## src/rtl/dm_cache_ctrl.sv

```systemverilog
// Blocking direct-mapped cache controller: write-back or write-through,
// write-allocate, line-sized memory transfers, saturating hit/miss counters.
module dm_cache_ctrl #(
    parameter int ADDRESS_WIDTH = 32,
    parameter int DATA_WIDTH    = 32,
    parameter int LINE_WORDS    = 4,
    parameter int NUM_LINES     = 16,
    parameter int WRITE_POLICY  = 1,
    parameter int COUNT_WIDTH   = 32
) (
    input  logic                                 clk,
    input  logic                                 rst,
    input  logic                                 cpu_req_valid,
    output logic                                 cpu_req_ready,
    input  logic                                 cpu_req_we,
    input  logic [ADDRESS_WIDTH-1:0]             cpu_req_addr,
    input  logic [DATA_WIDTH-1:0]                cpu_req_wdata,
    output logic                                 cpu_resp_valid,
    output logic [DATA_WIDTH-1:0]                cpu_resp_rdata,
    output logic                                 cpu_resp_hit,
    output logic                                 mem_req_valid,
    input  logic                                 mem_req_ready,
    output logic                                 mem_req_we,
    output logic [ADDRESS_WIDTH-1:0]             mem_req_addr,
    output logic [LINE_WORDS*DATA_WIDTH-1:0]     mem_req_wdata,
    input  logic                                 mem_resp_valid,
    input  logic [LINE_WORDS*DATA_WIDTH-1:0]     mem_resp_rdata,
    output logic [COUNT_WIDTH-1:0]               hit_count,
    output logic [COUNT_WIDTH-1:0]               miss_count
);

    localparam int LINE_W   = LINE_WORDS * DATA_WIDTH;
    localparam int BYTE_W   = $clog2(DATA_WIDTH / 8);
    localparam int WORD_W   = $clog2(LINE_WORDS);
    localparam int OFFSET_W = WORD_W + BYTE_W;
    localparam int INDEX_W  = $clog2(NUM_LINES);
    localparam int TAG_W    = ADDRESS_WIDTH - INDEX_W - OFFSET_W;
    localparam int WADDR_W  = ADDRESS_WIDTH - BYTE_W;
    localparam int DW_LOG   = $clog2(DATA_WIDTH);
    localparam int BIT_W    = WORD_W + DW_LOG;
    localparam bit WT       = (WRITE_POLICY == 0);

    typedef enum logic [2:0] {
        IDLE,
        COMPARE,
        WRITEBACK,
        ALLOCATE,
        REFILL,
        WT_WRITE
    } state_t;

    state_t state_q, state_d;

    logic [NUM_LINES-1:0] valid_q;
    logic [NUM_LINES-1:0] dirty_q;
    logic [TAG_W-1:0]     tag_q  [NUM_LINES];
    logic [LINE_W-1:0]    data_q [NUM_LINES];

    // Latched request; the address is kept as a word address.
    logic                  we_q;
    logic [WADDR_W-1:0]    addr_q;
    logic [DATA_WIDTH-1:0] wdata_q;
    logic                  missed_q;

    logic                   resp_valid_q;
    logic [DATA_WIDTH-1:0]  resp_rdata_q;
    logic                   resp_hit_q;
    logic [COUNT_WIDTH-1:0] hit_cnt_q, hit_cnt_d;
    logic [COUNT_WIDTH-1:0] miss_cnt_q, miss_cnt_d;

    logic                  accept;
    logic                  resp_fire;
    logic                  wr_hit;
    logic                  refill_en;
    logic                  cnt_hit;
    logic                  cnt_miss;
    logic                  mark_miss;
    logic                  hit;
    logic [INDEX_W-1:0]    idx;
    logic [TAG_W-1:0]      req_tag;
    logic [WORD_W-1:0]     word_idx;
    logic [BIT_W-1:0]      bit_off;
    logic [LINE_W-1:0]     cur_line;
    logic [LINE_W-1:0]     upd_line;
    logic [DATA_WIDTH-1:0] cur_word;
    logic                  unused_byte_bits;

    // Byte offset within a word never affects the lookup.
    assign unused_byte_bits = ^cpu_req_addr[BYTE_W-1:0];

    assign word_idx = addr_q[WORD_W-1:0];
    assign idx      = addr_q[WORD_W +: INDEX_W];
    assign req_tag  = addr_q[WORD_W+INDEX_W +: TAG_W];
    assign bit_off  = {word_idx, {DW_LOG{1'b0}}};
    assign cur_line = data_q[idx];
    assign cur_word = cur_line[bit_off +: DATA_WIDTH];
    assign hit      = valid_q[idx] && (tag_q[idx] == req_tag);

    assign cpu_req_ready  = (state_q == IDLE);
    assign accept         = cpu_req_valid && cpu_req_ready;
    assign cpu_resp_valid = resp_valid_q;
    assign cpu_resp_rdata = resp_rdata_q;
    assign cpu_resp_hit   = resp_hit_q;
    assign hit_count      = hit_cnt_q;
    assign miss_count     = miss_cnt_q;

    // Merge the latched store word into the currently indexed line.
    always_comb begin
        upd_line = cur_line;
        upd_line[bit_off +: DATA_WIDTH] = wdata_q;
    end

    // Next-state, memory request outputs and datapath strobes.
    always_comb begin
        state_d       = state_q;
        mem_req_valid = 1'b0;
        mem_req_we    = 1'b0;
        mem_req_addr  = '0;
        mem_req_wdata = '0;
        resp_fire     = 1'b0;
        wr_hit        = 1'b0;
        refill_en     = 1'b0;
        cnt_hit       = 1'b0;
        cnt_miss      = 1'b0;
        mark_miss     = 1'b0;
        unique case (state_q)
            IDLE: begin
                if (cpu_req_valid) state_d = COMPARE;
            end
            COMPARE: begin
                if (hit) begin
                    cnt_hit = !missed_q;
                    wr_hit  = we_q;
                    if (we_q && WT) begin
                        state_d = WT_WRITE;
                    end else begin
                        resp_fire = 1'b1;
                        state_d   = IDLE;
                    end
                end else begin
                    cnt_miss  = !missed_q;
                    mark_miss = 1'b1;
                    if (valid_q[idx] && dirty_q[idx]) state_d = WRITEBACK;
                    else                              state_d = ALLOCATE;
                end
            end
            WRITEBACK: begin
                mem_req_valid = 1'b1;
                mem_req_we    = 1'b1;
                mem_req_addr  = {tag_q[idx], idx, {OFFSET_W{1'b0}}};
                mem_req_wdata = cur_line;
                if (mem_req_ready) state_d = ALLOCATE;
            end
            ALLOCATE: begin
                mem_req_valid = 1'b1;
                mem_req_addr  = {req_tag, idx, {OFFSET_W{1'b0}}};
                if (mem_req_ready) state_d = REFILL;
            end
            REFILL: begin
                if (mem_resp_valid) begin
                    refill_en = 1'b1;
                    state_d   = COMPARE;
                end
            end
            WT_WRITE: begin
                mem_req_valid = 1'b1;
                mem_req_we    = 1'b1;
                mem_req_addr  = {req_tag, idx, {OFFSET_W{1'b0}}};
                mem_req_wdata = cur_line;
                if (mem_req_ready) begin
                    resp_fire = 1'b1;
                    state_d   = IDLE;
                end
            end
            default: state_d = IDLE;
        endcase
    end

    // Saturating statistics counters.
    always_comb begin
        hit_cnt_d  = hit_cnt_q;
        miss_cnt_d = miss_cnt_q;
        if (cnt_hit && (hit_cnt_q != '1))
            hit_cnt_d = hit_cnt_q + COUNT_WIDTH'(1);
        if (cnt_miss && (miss_cnt_q != '1))
            miss_cnt_d = miss_cnt_q + COUNT_WIDTH'(1);
    end

    // FSM state register.
    always_ff @(posedge clk) begin
        if (rst) state_q <= IDLE;
        else     state_q <= state_d;
    end

    // Line valid/dirty status; a refill always lands clean.
    always_ff @(posedge clk) begin
        if (rst) begin
            valid_q <= '0;
            dirty_q <= '0;
        end else if (refill_en) begin
            valid_q[idx] <= 1'b1;
            dirty_q[idx] <= 1'b0;
        end else if (wr_hit && !WT) begin
            dirty_q[idx] <= 1'b1;
        end
    end

    // Tag and data arrays carry no reset; valid bits guard them.
    always_ff @(posedge clk) begin
        if (refill_en) begin
            data_q[idx] <= mem_resp_rdata;
            tag_q[idx]  <= req_tag;
        end else if (wr_hit) begin
            data_q[idx] <= upd_line;
        end
    end

    // Request capture and the miss flag that marks the retry lookup.
    always_ff @(posedge clk) begin
        if (rst) begin
            we_q     <= 1'b0;
            addr_q   <= '0;
            wdata_q  <= '0;
            missed_q <= 1'b0;
        end else if (accept) begin
            we_q     <= cpu_req_we;
            addr_q   <= cpu_req_addr[ADDRESS_WIDTH-1:BYTE_W];
            wdata_q  <= cpu_req_wdata;
            missed_q <= 1'b0;
        end else if (mark_miss) begin
            missed_q <= 1'b1;
        end
    end

    // One-cycle response pulse and counter registers.
    always_ff @(posedge clk) begin
        if (rst) begin
            resp_valid_q <= 1'b0;
            resp_rdata_q <= '0;
            resp_hit_q   <= 1'b0;
            hit_cnt_q    <= '0;
            miss_cnt_q   <= '0;
        end else begin
            resp_valid_q <= resp_fire;
            if (resp_fire) begin
                resp_rdata_q <= we_q ? wdata_q : cur_word;
                resp_hit_q   <= !missed_q;
            end
            hit_cnt_q  <= hit_cnt_d;
            miss_cnt_q <= miss_cnt_d;
        end
    end

endmodule

```

## config.mk

```make
export PLATFORM = sky130hd
export DESIGN_NAME = dm_cache_ctrl
export DESIGN_NICKNAME = d
export VERILOG_FILES = /design/src/rtl/dm_cache_ctrl.sv
export SDC_FILE = /design/constraint.sdc
export NUM_CORES = 2
export LEC_CHECK = 0
export ABC_AREA = 1
export CORE_ASPECT_RATIO = 0.9
export CORE_MARGIN = 5
export CORE_UTILIZATION = 30
export CTS_BUF_LIST = sky130_fd_sc_hd__clkbuf_8 sky130_fd_sc_hd__clkbuf_16
export DETAILED_ROUTE_END_ITERATION = 7
export PLACE_DENSITY = 0.43
export SLEW_MARGIN = 20
export SYNTH_ARGS = -nofsm -noshare
export SYNTH_HDL_FRONTEND = slang
export SYNTH_SLANG_ARGS = --single-unit
```

## constraint.sdc

```tcl
create_clock -name clk -period 6.35 [get_ports clk]
set_input_delay 0.635 -clock clk [delete_from_list [all_inputs] [get_ports clk]]
set_output_delay 0.635 -clock clk [all_outputs]
set_load 0.05 [all_outputs]
```

**Yosys cells after proc, flatten, opt, wreduce, memory -nomap -nowiden**

Memory sizes are Yosys's and may differ from the RTL's. A register that Yosys moved wholly into a read port is not among the register bits.
Index checks and enable logic that the tools add are counted.

- Word-level logic and storage cells: 99
- Memories kept: 2
- Register bits after elaboration: 197
- Bits of input ports: 198
- RAM bits: 2432
- Output and inout bits: 261

Memory list:

| name | words | bits a word | read ports | clocked after Yosys merged registers in | wr ports | line | source |
|---|---|---|---|---|---|---|---|
| data_q | 16 | 128 | 1 | 1 | 1 | 57 | `logic [LINE_W-1:0] data_q [NUM_LINES];` |
| tag_q | 16 | 24 | 1 | 1 | 1 | 56 | `logic [TAG_W-1:0] tag_q [NUM_LINES];` |

- Shifts and indexed selects: 3
- Mux-type cells: 45
- Order comparisons: 2
- Eq/ne operators: 13
- Add/sub/neg operators: 3
- Bitwise gates (word level): 5
- Reductions and logical operators: 14

Operators by type and width:

| cell | count |
|---|---|
| 128-bit two-way mux | 2 |
| 128-bit bitwise mux | 1 |
| 32-bit by 9-bit variable shift with 128-bit output, first input constant | 1 |
| 128-bit by 8-bit variable part select with 32-bit output | 1 |
| 32-bit by 9-bit variable part select with 128-bit output | 1 |
| 32-bit by 1-bit adder with 32-bit output, second input constant | 2 |
| 32-bit inequality test, second input constant | 2 |
| 32-bit case mux with 2 select lines | 1 |
| 16-bit two-way mux | 2 |
| 32-bit two-way mux | 1 |
| 16-bit bitwise OR | 2 |
| 24-bit equality test | 1 |
| 1-bit two-way mux | 23 |
| 3-bit case mux with 6 select lines | 1 |
| 16-bit bitwise AND | 1 |
| 4-bit two-way mux | 4 |
| 16-bit NOT | 1 |
| 3-bit two-way mux | 5 |
| 2-bit inequality test, second input constant | 5 |
| 7-bit negator with 9-bit output | 1 |
| 1-bit binary-select mux with 4-bit select | 2 |
| 3-bit by 2-bit equality test with 1-bit output, second input constant | 2 |
| 3-bit equality test, second input constant | 2 |
| 1-bit logical AND | 6 |
| 13 further kinds | 15 |

**Longest topological paths before layout**

- Word-level depth: 9
- Gate-level depth with buffers: 23
- Depth with buffers taken out: 20

**Least setup slack after synthesis**

Ideal clock, no wire load.

- Kind: register to register
- From: reg with a tool-made name
- To: mem data_q[10][0] in the netlist's numbering, enable pin
- Slack: 1.192 ns
- Period minus slack after synthesis: 5.158 ns
- Buffers on the path: 4
- Cell stages (with the launch flop): 20
- Data required time: 5.869 ns
- Library setup time: 0.481 ns
- Arrival: 4.677 ns
- Cells stage by stage: dfxtp_1 buf_2 inv_2 buf_2 buf_2 o211ai_1 nand3_1 nand3_1 nand2_1 nand2_1 nand2_1 nand2_1 nor2_1 nand2_1 nor2_1 nand4_1 nand2_1 buf_2 nand2_1 inv_1

RTL lines:

| element | line |
|---|---|
| end: declaration | 57 |

==> impl_metrics.env <==
export IMPL_outcome="completed"
export IMPL_cp_top_family="buffers and inverters"
export IMPL_fin_util_pct=36.24
export IMPL_viasPerCell=5.228
export IMPL_worst_slew_pin_transition_ps=1241
export IMPL_syn_inst=9598
export IMPL_path_cells="buf_12, buf_4, o21ai_0, o221ai_1, nand3_1, nand2_1, inv_1, nor2_1, clkdlybuf4s50_1"
export IMPL_cts_buffer_depth=4
export IMPL_coreArea_um2=363600
export IMPL_first_pass_iters=5
export IMPL_grtUsageTotal_pct=21.84
export IMPL_hold_viol=0
export IMPL_maxSlewViolCount=0
export IMPL_leakage_uw=0.04460
export IMPL_post_cts_buffers=0
export IMPL_cpMaxStageDelayCell="clkdlybuf4s50_1"
export IMPL_nNetsFinal=10230
export IMPL_ys_warn_count=0
export IMPL_overflow=0
export IMPL_start_kind="flip-flop"
export IMPL_required_ps=5710
export IMPL_pin_count=459
export IMPL_routed_wirelength_um=427900
export IMPL_dieWidth_um=646.9
export IMPL_final_area_um2=131800
export IMPL_dp_cells=14590
export IMPL_syn_avg_cell_area_um2=11.41
export IMPL_die_area_um2=377200
export IMPL_start_util_pct=30.11
export IMPL_via_count=79230
export IMPL_place_congestion=0.8804
export IMPL_maxCapViolations=0
export IMPL_hold_class="input pin to flip-flop"
export IMPL_final_cells=15150
export IMPL_clock_skew_ps=97.19
export IMPL_syn_to_final_growth_pct=20.33
export IMPL_holdBufCountCts=0
export IMPL_cts_root_buf="clkbuf_16"
export IMPL_clk_latency_ps=940
export IMPL_clkTransAtPathRegs_ps=60
export IMPL_max_slew_margin_pct=17.26
export IMPL_grt_start_max_net_pins=218
export IMPL_ys_ff_latch=2633
export IMPL_wl_per_cell_um=28.24
export IMPL_drc_errors=0
export IMPL_powerDensity_nw_per_um2=424.8
export IMPL_grt_pass1_vias=75550
export IMPL_die_h_um=583.2
export IMPL_fmaxAchievable_mhz=168.5
export IMPL_cp_end_kind="output pin"
export IMPL_cts_sinks=2633
export IMPL_critPathMaxFanout=183
export IMPL_drt_iter0_drc=7117
export IMPL_setup_viol=0
export IMPL_portBuffers=452
export IMPL_drive_gt1_share_pct=9.007
export IMPL_cts_repair_resized=0
export IMPL_antenna_found_initial=23
export IMPL_arrival_ps=5300
export IMPL_cts_tree="yes"
export IMPL_path_buf_inv=4
export IMPL_place_area_um2=122100
export IMPL_ys_seq_area_share_pct=70.36
export IMPL_finalCritPeriodShare_pct=93.47
export IMPL_hpwl_um=258700
export IMPL_synth_area_um2=109500
export IMPL_grt_pass1_wl_um=595500
export IMPL_max_vdd_ir_drop_v=0.0003158
export IMPL_cts_htree_levels=5
export IMPL_ys_types=40
export IMPL_hold_ws_ps=381.4
export IMPL_rows=210
export IMPL_cts_buffers=304
export IMPL_ant_nets=0
export IMPL_rsz0062_at_grt="false"
export IMPL_crit_type="flip-flop to output pin"
export IMPL_finalSetupTns_ps=0
export IMPL_period_needed_ps=5935
export IMPL_cpPeakStageDelay_ps=910
-- layout make-up --
class                   instances  area [um2]
flip-flops and latches       2633       77070
inverters                     428        1770
fillers                     35630      231900
repair buffers                801        8961
multi-input cells            5854       28230
clock buffers                 322        7934
diodes                         19       47.55
clock inverters               221        1658
well taps                    4876        6101
-- worst min-delay path, cell delays in order --
cell and delay (ps):
buf_2 90, buf_4 300, nor2_1 200
-- per-stage QoR --
step                      power (uW)  setup WS, ps
after global placement         39220          1452
after detailed placement       39280          1408
after CTS                      56370         429.4
after floorplan                30550          1192
after global routing           58230         112.3
final                          55980         414.9
-- state kept, by name, indices dropped and copies added, names as in the netlist, named ones only --
| register | flops |
|---|---|
| we_q | 1 |
| addr_q | 30 |
| state_q | 3 |
| cpu_resp_valid | 1 |
| data_q | 2048 |
| tag_q | 384 |
| cpu_resp_rdata | 32 |
| miss_count | 32 |
| cpu_resp_hit | 1 |
| wdata_q | 32 |
| hit_count | 32 |
| valid_q | 16 |
| missed_q | 1 |
-- synth_stat cells, drive strengths merged --
cell type  instances  area share [%]
nor4              12           0.069
nand3            523             2.4
o21ai           1438             6.6
o41ai              2           0.016
a21oi            177            0.81
ha                 7           0.080
nor2            1525             5.2
o31ai              1          0.0069
o22ai            370             2.1
o211ai           135            0.93
inv              421             1.4
dfxtp            201             3.7
clkinv             7           0.024
xor2              24            0.19
nor3              43            0.20
or2               69            0.39
o221ai           215             1.7
a31oi             13           0.074
buf              180            0.82
clkbuf           506             1.7
nand4             44            0.25
a32o               1          0.0091
nand2           1190             4.1
xnor2              5           0.040
o21a               4           0.027
edfxtp          2432              67
nor3b              2           0.014
o22a              39            0.31
o21bai             2           0.014
a22oi              8           0.055
and3               1          0.0057
conb               1          0.0034
-- cells in the final DEF, fill, tap and decap left out, types with 6 or more instances in the layout --
cell                n
edfxtp_1         2432
nor2_1           1515
o21ai_0          1355
nand2_1          1185
nand3_1           523
inv_1             468
clkdlybuf4s50_1   379
o22ai_1           370
clkbuf_16         311
buf_4             261
o221ai_1          215
dfxtp_1           195
a21oi_1           177
buf_12            160
o211ai_1          135
o21ai_1            83
or2_0              61
clkinv_1           51
clkinv_2           51
nand4_1            44
o22a_1             39
nor3_1             27
xor2_1             24
inv_8              20
diode_2            19
bufinv_16          19
nor3_2             16
a31oi_1            13
inv_6              13
nor4_1             12
clkbuf_8           11
or2_2               8
a22oi_1             8
inv_2               7
clkinvlp_4          6
-- path summary, 6_finish.rpt --
| kind | start | to | slack, ps | cells past startpoint |
|---|---|---|---|---|
| hold / removal | rst | cpu_resp_valid | 380 | 3 |
| setup / recovery | flip-flop | mem_req_wdata[98] | 410 | 9 |
| hold reg to reg | flip-flop | flip-flop | 470 | 2 |
| setup reg to reg | flip-flop | data_q[8][59] | 1280 | 12 |
-- where the power goes --
part	leakage, uW	switching, uW	internal [uW]
clock	0.00500	7250	9800
sequential	0.0236	545	19600
combinational	0.0160	14100	4650
-- cell families after synthesis --
| kind of cell | after synthesis | synth area share (%) |
|---|---|---|
| AND/OR/NAND/NOR | 3409 | 12.64 |
| flip-flops | 2633 | 70.36 |
| AO/OA/AOI/OAI | 2405 | 12.65 |
| buffers and inverters | 1114 | 4.031 |
| XOR/XNOR | 29 | 0.2319 |
| adder cells (fa/ha/maj) | 7 | 0.07997 |
| other | 1 | 0.003424 |
-- routing by layer --
layer | track usage, % | wire (um)
met2 | 35.56 | 199900
met5 | 0 | 56
met4 | 12.12 | 28470
met3 | 2.494 | 20710
met1 | 28.40 | 178800
No activity file was read; power rests on OpenSTA's default activity.
